<file path="config.mk">
export PLATFORM = sky130hd
export DESIGN_NAME = seq_sub64
export DESIGN_NICKNAME = d
export VERILOG_FILES = /design/src/rtl/seq_sub64.sv
export SDC_FILE = /design/constraint.sdc
export NUM_CORES = 1
export LEC_CHECK = 0
export CAP_MARGIN = 20
export CORE_MARGIN = 4
export CORE_UTILIZATION = 52
export CTS_CLUSTER_DIAMETER = 150
export DETAILED_ROUTE_END_ITERATION = 6
export GPL_ROUTABILITY_DRIVEN = 0
export PLACE_DENSITY = 0.88
export SYNTH_ARGS = -nofsm -noshare
export SYNTH_HDL_FRONTEND = slang
export SYNTH_SLANG_ARGS = --single-unit
</file>
<file path="constraint.sdc">
create_clock -name clk -period 2.75 [get_ports clk]
set_input_delay 0.55 -clock clk [delete_from_list [all_inputs] [get_ports clk]]
set_output_delay 0.55 -clock clk [all_outputs]
set_load 0.05 [all_outputs]
</file>
<file path="src/rtl/seq_sub64.sv">
// Multi-cycle subtractor: Diff = A - B - Bin, one CHUNK-bit slice per clock
// through a registered borrow chain, with valid/ready handshakes on both sides.
module seq_sub64 #(
    parameter int WIDTH = 64,
    parameter int CHUNK = 8
) (
    input  logic             clk,
    input  logic             rst_n,
    input  logic             in_valid,
    output logic             in_ready,
    input  logic [WIDTH-1:0] a,
    input  logic [WIDTH-1:0] b,
    input  logic             bin,
    output logic             out_valid,
    input  logic             out_ready,
    output logic [WIDTH-1:0] diff,
    output logic             borrow,
    output logic             overflow,
    output logic             zero
);

    localparam int NSLICE = WIDTH / CHUNK;
    localparam int CW     = (NSLICE > 1) ? $clog2(NSLICE) : 1;

    typedef enum logic [1:0] {IDLE, RUN, DONE} state_t;

    state_t           state_q, state_d;
    logic [WIDTH-1:0] a_q, b_q, diff_q;
    logic [CW-1:0]    cnt_q;
    logic             brw_q;
    logic             borrow_q, ovf_q, zero_q;

    logic [CHUNK+1:0] slice;
    logic [CHUNK-1:0] slice_r;
    logic             slice_bo, slice_bmsb;
    logic             last;
    logic [WIDTH-1:0] diff_next;

    // Returns {borrow out of slice, borrow into slice MSB, CHUNK-bit difference}.
    function automatic logic [CHUNK+1:0] sub_slice(input logic [CHUNK-1:0] x,
                                                   input logic [CHUNK-1:0] y,
                                                   input logic             bi);
        logic [CHUNK:0]   full;
        logic [CHUNK-1:0] low;
        full = {1'b0, x} - {1'b0, y} - {{CHUNK{1'b0}}, bi};
        low  = {1'b0, x[CHUNK-2:0]} - {1'b0, y[CHUNK-2:0]} - {{(CHUNK-1){1'b0}}, bi};
        return {full[CHUNK], low[CHUNK-1], full[CHUNK-1:0]};
    endfunction

    assign slice      = sub_slice(a_q[CHUNK-1:0], b_q[CHUNK-1:0], brw_q);
    assign slice_bo   = slice[CHUNK+1];
    assign slice_bmsb = slice[CHUNK];
    assign slice_r    = slice[CHUNK-1:0];
    assign last       = (cnt_q == CW'(NSLICE - 1));
    assign diff_next  = {slice_r, diff_q[WIDTH-1:CHUNK]};

    always_ff @(posedge clk or negedge rst_n) begin
        if (!rst_n) state_q <= IDLE;
        else        state_q <= state_d;
    end

    always_comb begin
        state_d   = state_q;
        in_ready  = 1'b0;
        out_valid = 1'b0;
        case (state_q)
            IDLE: begin
                in_ready = 1'b1;
                if (in_valid) state_d = RUN;
            end
            RUN: begin
                if (last) state_d = DONE;
            end
            DONE: begin
                out_valid = 1'b1;
                if (out_ready) state_d = IDLE;
            end
            default: state_d = IDLE;
        endcase
    end

    // Slices enter diff_q from the top so the first (LSB) slice lands at bit 0.
    always_ff @(posedge clk or negedge rst_n) begin
        if (!rst_n) begin
            a_q      <= '0;
            b_q      <= '0;
            diff_q   <= '0;
            cnt_q    <= '0;
            brw_q    <= 1'b0;
            borrow_q <= 1'b0;
            ovf_q    <= 1'b0;
            zero_q   <= 1'b0;
        end else begin
            case (state_q)
                IDLE: begin
                    if (in_valid) begin
                        a_q   <= a;
                        b_q   <= b;
                        brw_q <= bin;
                        cnt_q <= '0;
                    end
                end
                RUN: begin
                    a_q    <= a_q >> CHUNK;
                    b_q    <= b_q >> CHUNK;
                    diff_q <= diff_next;
                    brw_q  <= slice_bo;
                    if (last) begin
                        cnt_q    <= '0;
                        borrow_q <= slice_bo;
                        ovf_q    <= slice_bo ^ slice_bmsb;
                        zero_q   <= (diff_next == '0);
                    end else begin
                        cnt_q <= cnt_q + CW'(1);
                    end
                end
                default: ;
            endcase
        end
    end

    assign diff     = diff_q;
    assign borrow   = borrow_q;
    assign overflow = ovf_q;
    assign zero     = zero_q;

endmodule

</file>
==> results.md, run 1 <==
* Run status: complete, no violations
* Sink Count at 201
* RSZ-0062 raised after global routing: no
* Synthesized cell area at roughly 9600 um2
* Crit-path leading delay family: buffers and inverters
* First-pass iteration count of the detailed router at 5
* CTS Buf Count at 22
* Final Hold Fails at 0
* Crit path to: in_ready
* Count of flip-flops with a built-in enable after synthesis at 0
* Congestion Overflow GR at 0
* Core Area at 18000 um2
* Clock buffer depth at 3
* Post-synth cell types at 50
* Top FF cell, synth: dfrtp_1
* WS Path Type: flop to output pin
* Peak VDD IR at 1.01 mV
* Setup Buffers After CTS at 0
* Initial Utilization at 53.1%
* Final period util at 95.2%
* Die width at 144 um
* Fill count at 1344
* TritonCTS clock tree: done
* Max frequency at 382 MHz
* Async S/R FF share, synth at 100%
* Slew Viols, Final at 0
* Sequential area share after synthesis at a little over half
* Power per cell area at 1410 nW/um2
* Max FO, Critical Path at 10
* Routed Antenna Nets at 0
* Hold Path Class: input pin to async pin
* Synth Area per Inst at 9.42 um2
* Worst slew margin relative to its limit at 48.5%
* Worst setup EP type: output pin
* Global-route wire length before repair at 42800 um
* Io pins at 202
* Largest net degree at the start of global routing at between 100 and 150
* Initial antenna violation count at 4
* CTS Root Cell: clkbuf_16
* Crit-path slowest cell: clkdlybuf4s50_1
* Data arrival time of the worst path at between 2 and 2.5 ns
* Syn_nets at 1167
* GRT Overall Usage at 25.6%
* IO buf count at approximately 200
* Die area at roughly 21000 um2
* WL final at 27100 um
* Hold-fix buffers, CTS at 0
* CP bufs+invs at 1
* Synth Warn # at 0
* Reg-to-reg endpoint: diff[63]
* Yosys reg bits at 201
* WL per Instance at about 20 um
* Die H at between 100 and 150 um
* Startpoint Class: flop
* WP data required at between 2 and 2.5 ns
* Stages on the worst setup path at 2
* Area grow syn2layout at 26.2%
* 1st-iter DRT viols at 778
* Worst slew pin tran at slightly below 0.8 ns
* Multi-input logic area at 3710 um2
* Pwr Total at 17.0 mW
* Via count at 8630
* DR DRC count at 0
* Post_cts resized at 0
* Leakage power at around 5 nW
* Nets@finish at 1274
* Hpwl dp at 18100 um
* Tmin final at 2.62 ns
* Clk slew on worst S/H paths at 0.06 ns
* Final setup fails at 0
* CP Cell Sequence: nor2_1, clkdlybuf4s50_1
* CP peak stage delay at 0.83 ns
* Vias in the first global route at a little over 8000
* Setup TNS at 0 ns
* R2R Setup Slk at around 0.20 ns
* Clock insertion delay at the later pin of the skew report at around 0.52 ns
* Worst Setup SP: state_q[1]
* RR Startpoint: b_q[0]
* Reg2Reg Depth at 7
* Final Skew at 0.0269 ns
* Register area at 5030 um2
* Share of layout cells above drive strength 1 at 6.07%
* Synth Instances at 1016
* Site Rows at 49
* Vias per inst at 6.31
* Max-cap violations at 0
* H-Tree Depth at 1
==> how the worst min path moves through the flow <==
stage	start	slack [ns]	end	cells after the start
2_1_floorplan	rst_n	0.25	a_q[0]	0
3_3_place_gp	diff[7]	0.46	diff[7]	2
3_5_place_dp	diff[6]	0.47	diff[6]	2
4_1_cts	rst_n	0.07	a_q[11]	1
5_1_grt	rst_n	0.11	a_q[22]	1
6_report	rst_n	0.05	a_q[20]	1
==> synth_stat cells (3+ instances only) <==
library cell / n / area (um2)
xnor2_1: 3 / 26.3
nor4_1: 13 / 81.3
clkbuf_1: 60 / 225
a21oi_1: 111 / 556
buf_2: 13 / 65.1
dfrtp_1: 201 / 5030
o21ai_0: 13 / 65.1
inv_1: 26 / 97.6
buf_4: 56 / 420
a31oi_1: 7 / 43.8
o22ai_1: 214 / 1340
nor2_1: 10 / 37.5
o31ai_1: 3 / 22.5
a22o_1: 18 / 158
buf_1: 7 / 26.3
and2_1: 6 / 37.5
nor4b_1: 3 / 26.3
nand2_1: 194 / 728
nand4_1: 4 / 25.0
ha_1: 16 / 200
==> where the power goes <==
part | switching [mW] | internal [mW]
registers | 1.33 | 4.36
clock network | 1.19 | 1.66
logic | 5.28 | 3.19
==> metrics by stage <==
| step | hold slack (ns) | area (um2) | utilization (%) | cells | setup slack, ns |
|---|---|---|---|---|---|
| 2_1_floorplan | 0.254 | 9570 | - | 1016 | 0.433 |
| 3_3_place_gp | 0.458 | 11400 | 63.1 | 1328 | 0.288 |
| 3_5_place_dp | 0.469 | 11400 | 63.1 | 1328 | 0.0855 |
| 4_1_cts | 0.0737 | 12100 | 67.0 | 1366 | 0.0461 |
| 5_1_grt | 0.107 | 12100 | 67.0 | 1367 | 0.0257 |
| 6_report | 0.0508 | 12100 | 67.0 | 1368 | 0.132 |
==> final cells by class <==
class	instances	share of cell area, %
Clock inverter	7	0.642
Clock buffer	31	5.09
Tap cell	229	2.37
Sequential cell	201	41.7
Inverter	26	0.829
Multi-Input combinational cell	651	30.8
Antenna cell	2	0.0414
Timing Repair Buffer	221	18.6
==> cells by family after synthesis <==
logic type | synth area share (%)
AOI/OAI and AO/OA | 24.2
xor gates and xnor gates | 0.458
adders and majority gates | 2.51
DFF | 52.6
buffers and inverters | 8.89
muxes | 0.327
and+or+nand+nor | 11.0
==> routing by layer <==
layer,routed length [um],track usage (%)
met5,34,0
met3,2730,5.22
met1,10400,34.6
met4,894,8.52
met2,13100,41.8
==> registers in the layout, indices dropped and copies added, names as in the netlist <==
name / flops
a_q: 64
diff: 64
state_q: 2
cnt_q: 3
b_q: 64
brw_q: 1
zero: 1
borrow: 1
overflow: 1
==> placed cells by master, fill, tap and decap left out, types with 5 or more instances in the layout <==
master / Yosys / routed
a21oi_1: 111 / 111
a22o_1: 18 / 18
a31oi_1: 7 / 7
and2_1: 6 / 6
buf_12: 0 / 7
buf_4: 56 / 15
clkbuf_1: 60 / 6
clkbuf_16: 0 / 22
clkdlybuf4s50_1: 0 / 198
clkinv_2: 0 / 5
dfrtp_1: 201 / 201
ha_1: 16 / 16
inv_1: 26 / 24
nand2_1: 194 / 192
nor2_1: 10 / 9
nor4_1: 13 / 13
o21ai_0: 13 / 12
o22ai_1: 214 / 214
(Power assumes the default switching activity.)
==> run 2: changes to the inputs <==
- CORE_MARGIN: 4 -> 2
- clock period: 2.75 -> 2.45 ns (I/O delays scaled with it)
==> run 2 against run 1 <==
  * Worst hold slack better by 0.43 ns
  * Global-route usage up 0.80 points
  * Clock skew down 0.010 ns
  * Utilization is 0.45 points higher
  * Largest cell class unchanged
  * Largest power group unchanged
  * Highest routed layer unchanged
==> results.md, run 2 (synthesized netlist as in run 1, its figures left out) <==
* Run status: complete, no violations (unchanged)
* Largest net degree at the start of global routing at 123 (was 113)
* Clock insertion delay at the later pin of the skew report at 0.51 ns (was 0.52 ns)
* Final period util at 97.3%
* Pwr Total at 19.3 mW (was 17.0 mW)
* Global-route wire length before repair at 42300 um (was 42800 um)
* RSZ-0062 raised after global routing: no (unchanged)
* Tmin final at 2.38 ns
* CTS Buf Count at 22 (unchanged)
* First-pass iteration count of the detailed router at 7 (was 5)
* WL final at 26200 um (was 27100 um)
* Final setup fails at 0 (unchanged)
* Routed Antenna Nets at 0 (unchanged)
* Die width at 140 um (was 144 um)
* Most frequent cells in the layout: o22ai_1, dfrtp_1, clkdlybuf4s50_1 (unchanged)
* Crit-path slowest cell: fa_2 (was clkdlybuf4s50_1)
* WS Path Type: flop to flop (was flop to output pin)
* DP Area at 11400 um2 (about the same)
* Final Skew at 0.0166 ns (was 0.0269 ns)
* H-Tree Depth at 1 (unchanged)
* Clk slew on worst S/H paths at 0.06 ns (about the same)
* Hold Path Class: flop to flop (was input pin to async pin)
* 1st-iter DRT viols at 695 (was 778)
* Max FO, Critical Path at 3 (was 10)
* Comb power frac at 50.4% (was 49.8%)
* Worst setup EP type: flop (was output pin)
* Most common cell after layout, fill and taps aside: o22ai_1 (unchanged)
* CP bufs+invs at 2 (was 1)
* Slew Viols, Final at 0 (unchanged)
* WL per Instance at 19.1 um (was 19.8 um)
* Final core utilization at 67.4% (was 67.0%)
* Final Hold Fails at 0 (unchanged)
* CP peak stage delay at 0.58 ns (was 0.83 ns)
* P_sw at 8.78 mW (was 7.81 mW)
* Io pins at 202 (unchanged)
* Leakage power at 5.19 nW (was 5.15 nW)
* Site Rows at 49 (unchanged)
* Initial Utilization at 53.1% (unchanged)
* CP Cell Sequence: fa_2, inv_1, ha_1, o21ai_2, buf_4, a211oi_4, mux2i_1, a211o_1, a41oi_2 (was nor2_1, clkdlybuf4s50_1)
* DR DRC count at 0 (unchanged)
* Hpwl dp at 17500 um (was 18100 um)
* Internal at 10.5 mW (was 9.20 mW)
* Initial antenna violation count at 2 (was 4)
* Clock buffer depth at 3 (unchanged)
* IO buf count at 201 (unchanged)
* Worst slew pin tran at 0.627 ns (was 0.773 ns)
* Sw frac at 45.5% (was 45.9%)
* CTS Root Cell: clkbuf_16 (unchanged)
* Power per cell area at 1590 nW/um2 (was 1410 nW/um2)
* Peak VDD IR at 1.38 mV (was 1.01 mV)
* Core Area at 18000 um2 (unchanged)
* Max-cap violations at 0 (unchanged)
* Crit-path leading delay family: adder cells (was buffers and inverters)
* Startpoint Class: flop (unchanged)
* Via count at 8472 (was 8630)
* Final instance area at 12200 um2 (was 12100 um2)
* Vias per inst at 6.18 (was 6.31)
* TritonCTS clock tree: done (unchanged)
* Share of layout cells above drive strength 1 at 6.75% (was 6.07%)
* Max frequency at between 400 and 500 MHz
* Sink Count at 201 (unchanged)
* Sequential power share at 33.1% (was 33.5%)
* Data arrival time of the worst path at 2.80 ns (was 2.07 ns)
* Fin Hold WS at 0.478 ns (was 0.0508 ns)
* Worst slew margin relative to its limit at 58.2% (was 48.5%)
* RR Startpoint: a_q[0] (was b_q[0])
* Post-Place Worst Slack at -0.196 ns (was 0.0855 ns)
* Final Worst Setup Slack at 0.0660 ns (was 0.132 ns)
* Clock Power Share at 16.5% (was 16.8%)
* Area grow syn2layout at 27.1% (was 26.2%)
* Die H at 140 um (was 144 um)
* Congestion Overflow GR at 0 (unchanged)
* GRT Overall Usage at 26.4% (was 25.6%)
* WP data required at 2.87 ns (was 2.20 ns)
* Hold Crit Start: diff[7]
* R2R Setup Slk at 0.07 ns (was 0.20 ns)
* Nets@finish at 1277 (was 1274)
* Die area at 19500 um2 (was 20600 um2)
* Vias in the first global route at 8217 (was 8230)
* Worst Setup SP: a_q[0] (was state_q[1])
[run 2: changes by cell type in the layout (fill, tap and decap cells not counted), sizes merged]
cell and delta:
clkdlybuf4s50 -1, bufinv -1, clkinvlp -1, diode -1
buf +3, dlygate4sd3 +1, clkbuf +3
[run 2: power by group through the flow]
stage	registers (mW)	clock network, mW	logic [mW]
final	6.38	3.18	9.72
after CTS	6.36	3.23	9.48
after detailed placement	6.41	0	9.39
after floorplan	6.08	0	7.31
after global routing	6.58	3.36	10.6
after global placement	6.31	0	9.01
[run 2: worst paths after layout]
kind | end | depth (start not counted)
setup / recovery | overflow | 9
hold / removal | diff[7] | 2
min in group asynchronous | diff[7] | 2
hold reg to reg | diff[7] | 2
setup reg to reg | overflow | 9
max in group asynchronous | b_q[3] | 3
[run 2: timing repair]
| action | in CTS | in global routing |
|---|---|---|
| cloned | 0 | 0 |
| pin swaps | 0 | 2 |
| resized for setup | 3 | 6 |
| hold endpoints to repair | 54 | 0 |
| endpoints found under the setup margin | 2 | 3 |
| buffers inserted | 0 | 2 |
| hold buffers | 1 | 0 |
[run 2: stage by stage]
stage          TNS [ns]  instances
6_report              0       1371
2_1_floorplan         0       1016
3_5_place_dp     -0.320       1328
4_1_cts               0       1368
3_3_place_gp          0       1328
5_1_grt               0       1370
[run 2: area by class of cell]
cell class | instances | area [um2]
inverter | 26 | 100
fill | 1422 | 5870
antenna | 1 | 2.50
clock inverter | 5 | 40.0
timing repair buffer | 224 | 2300
sequential | 201 | 5030
tap | 229 | 287
multi-input combinational | 651 | 3750
clock buffer | 34 | 656
[run 2: worst reg2reg max path, stage by stage, from the launching register on]
cell and delay (ns):
dfrtp_1 0.41, fa_2 0.58, inv_1 0.04, ha_1 0.18, o21ai_2 0.20, buf_4 0.16
a211oi_4 0.06, mux2i_1 0.15, a211o_1 0.30, a41oi_2 0.20
[run 2: per-layer routing]
metal  GRT usage (%)  up-vias  routed length [um]
li1                -     3909                   -
met1            35.8     4130               10600
met2            42.9      370               12600
met3            6.16       61                2220
met4            8.00        2                 760
met5               0        -                  16
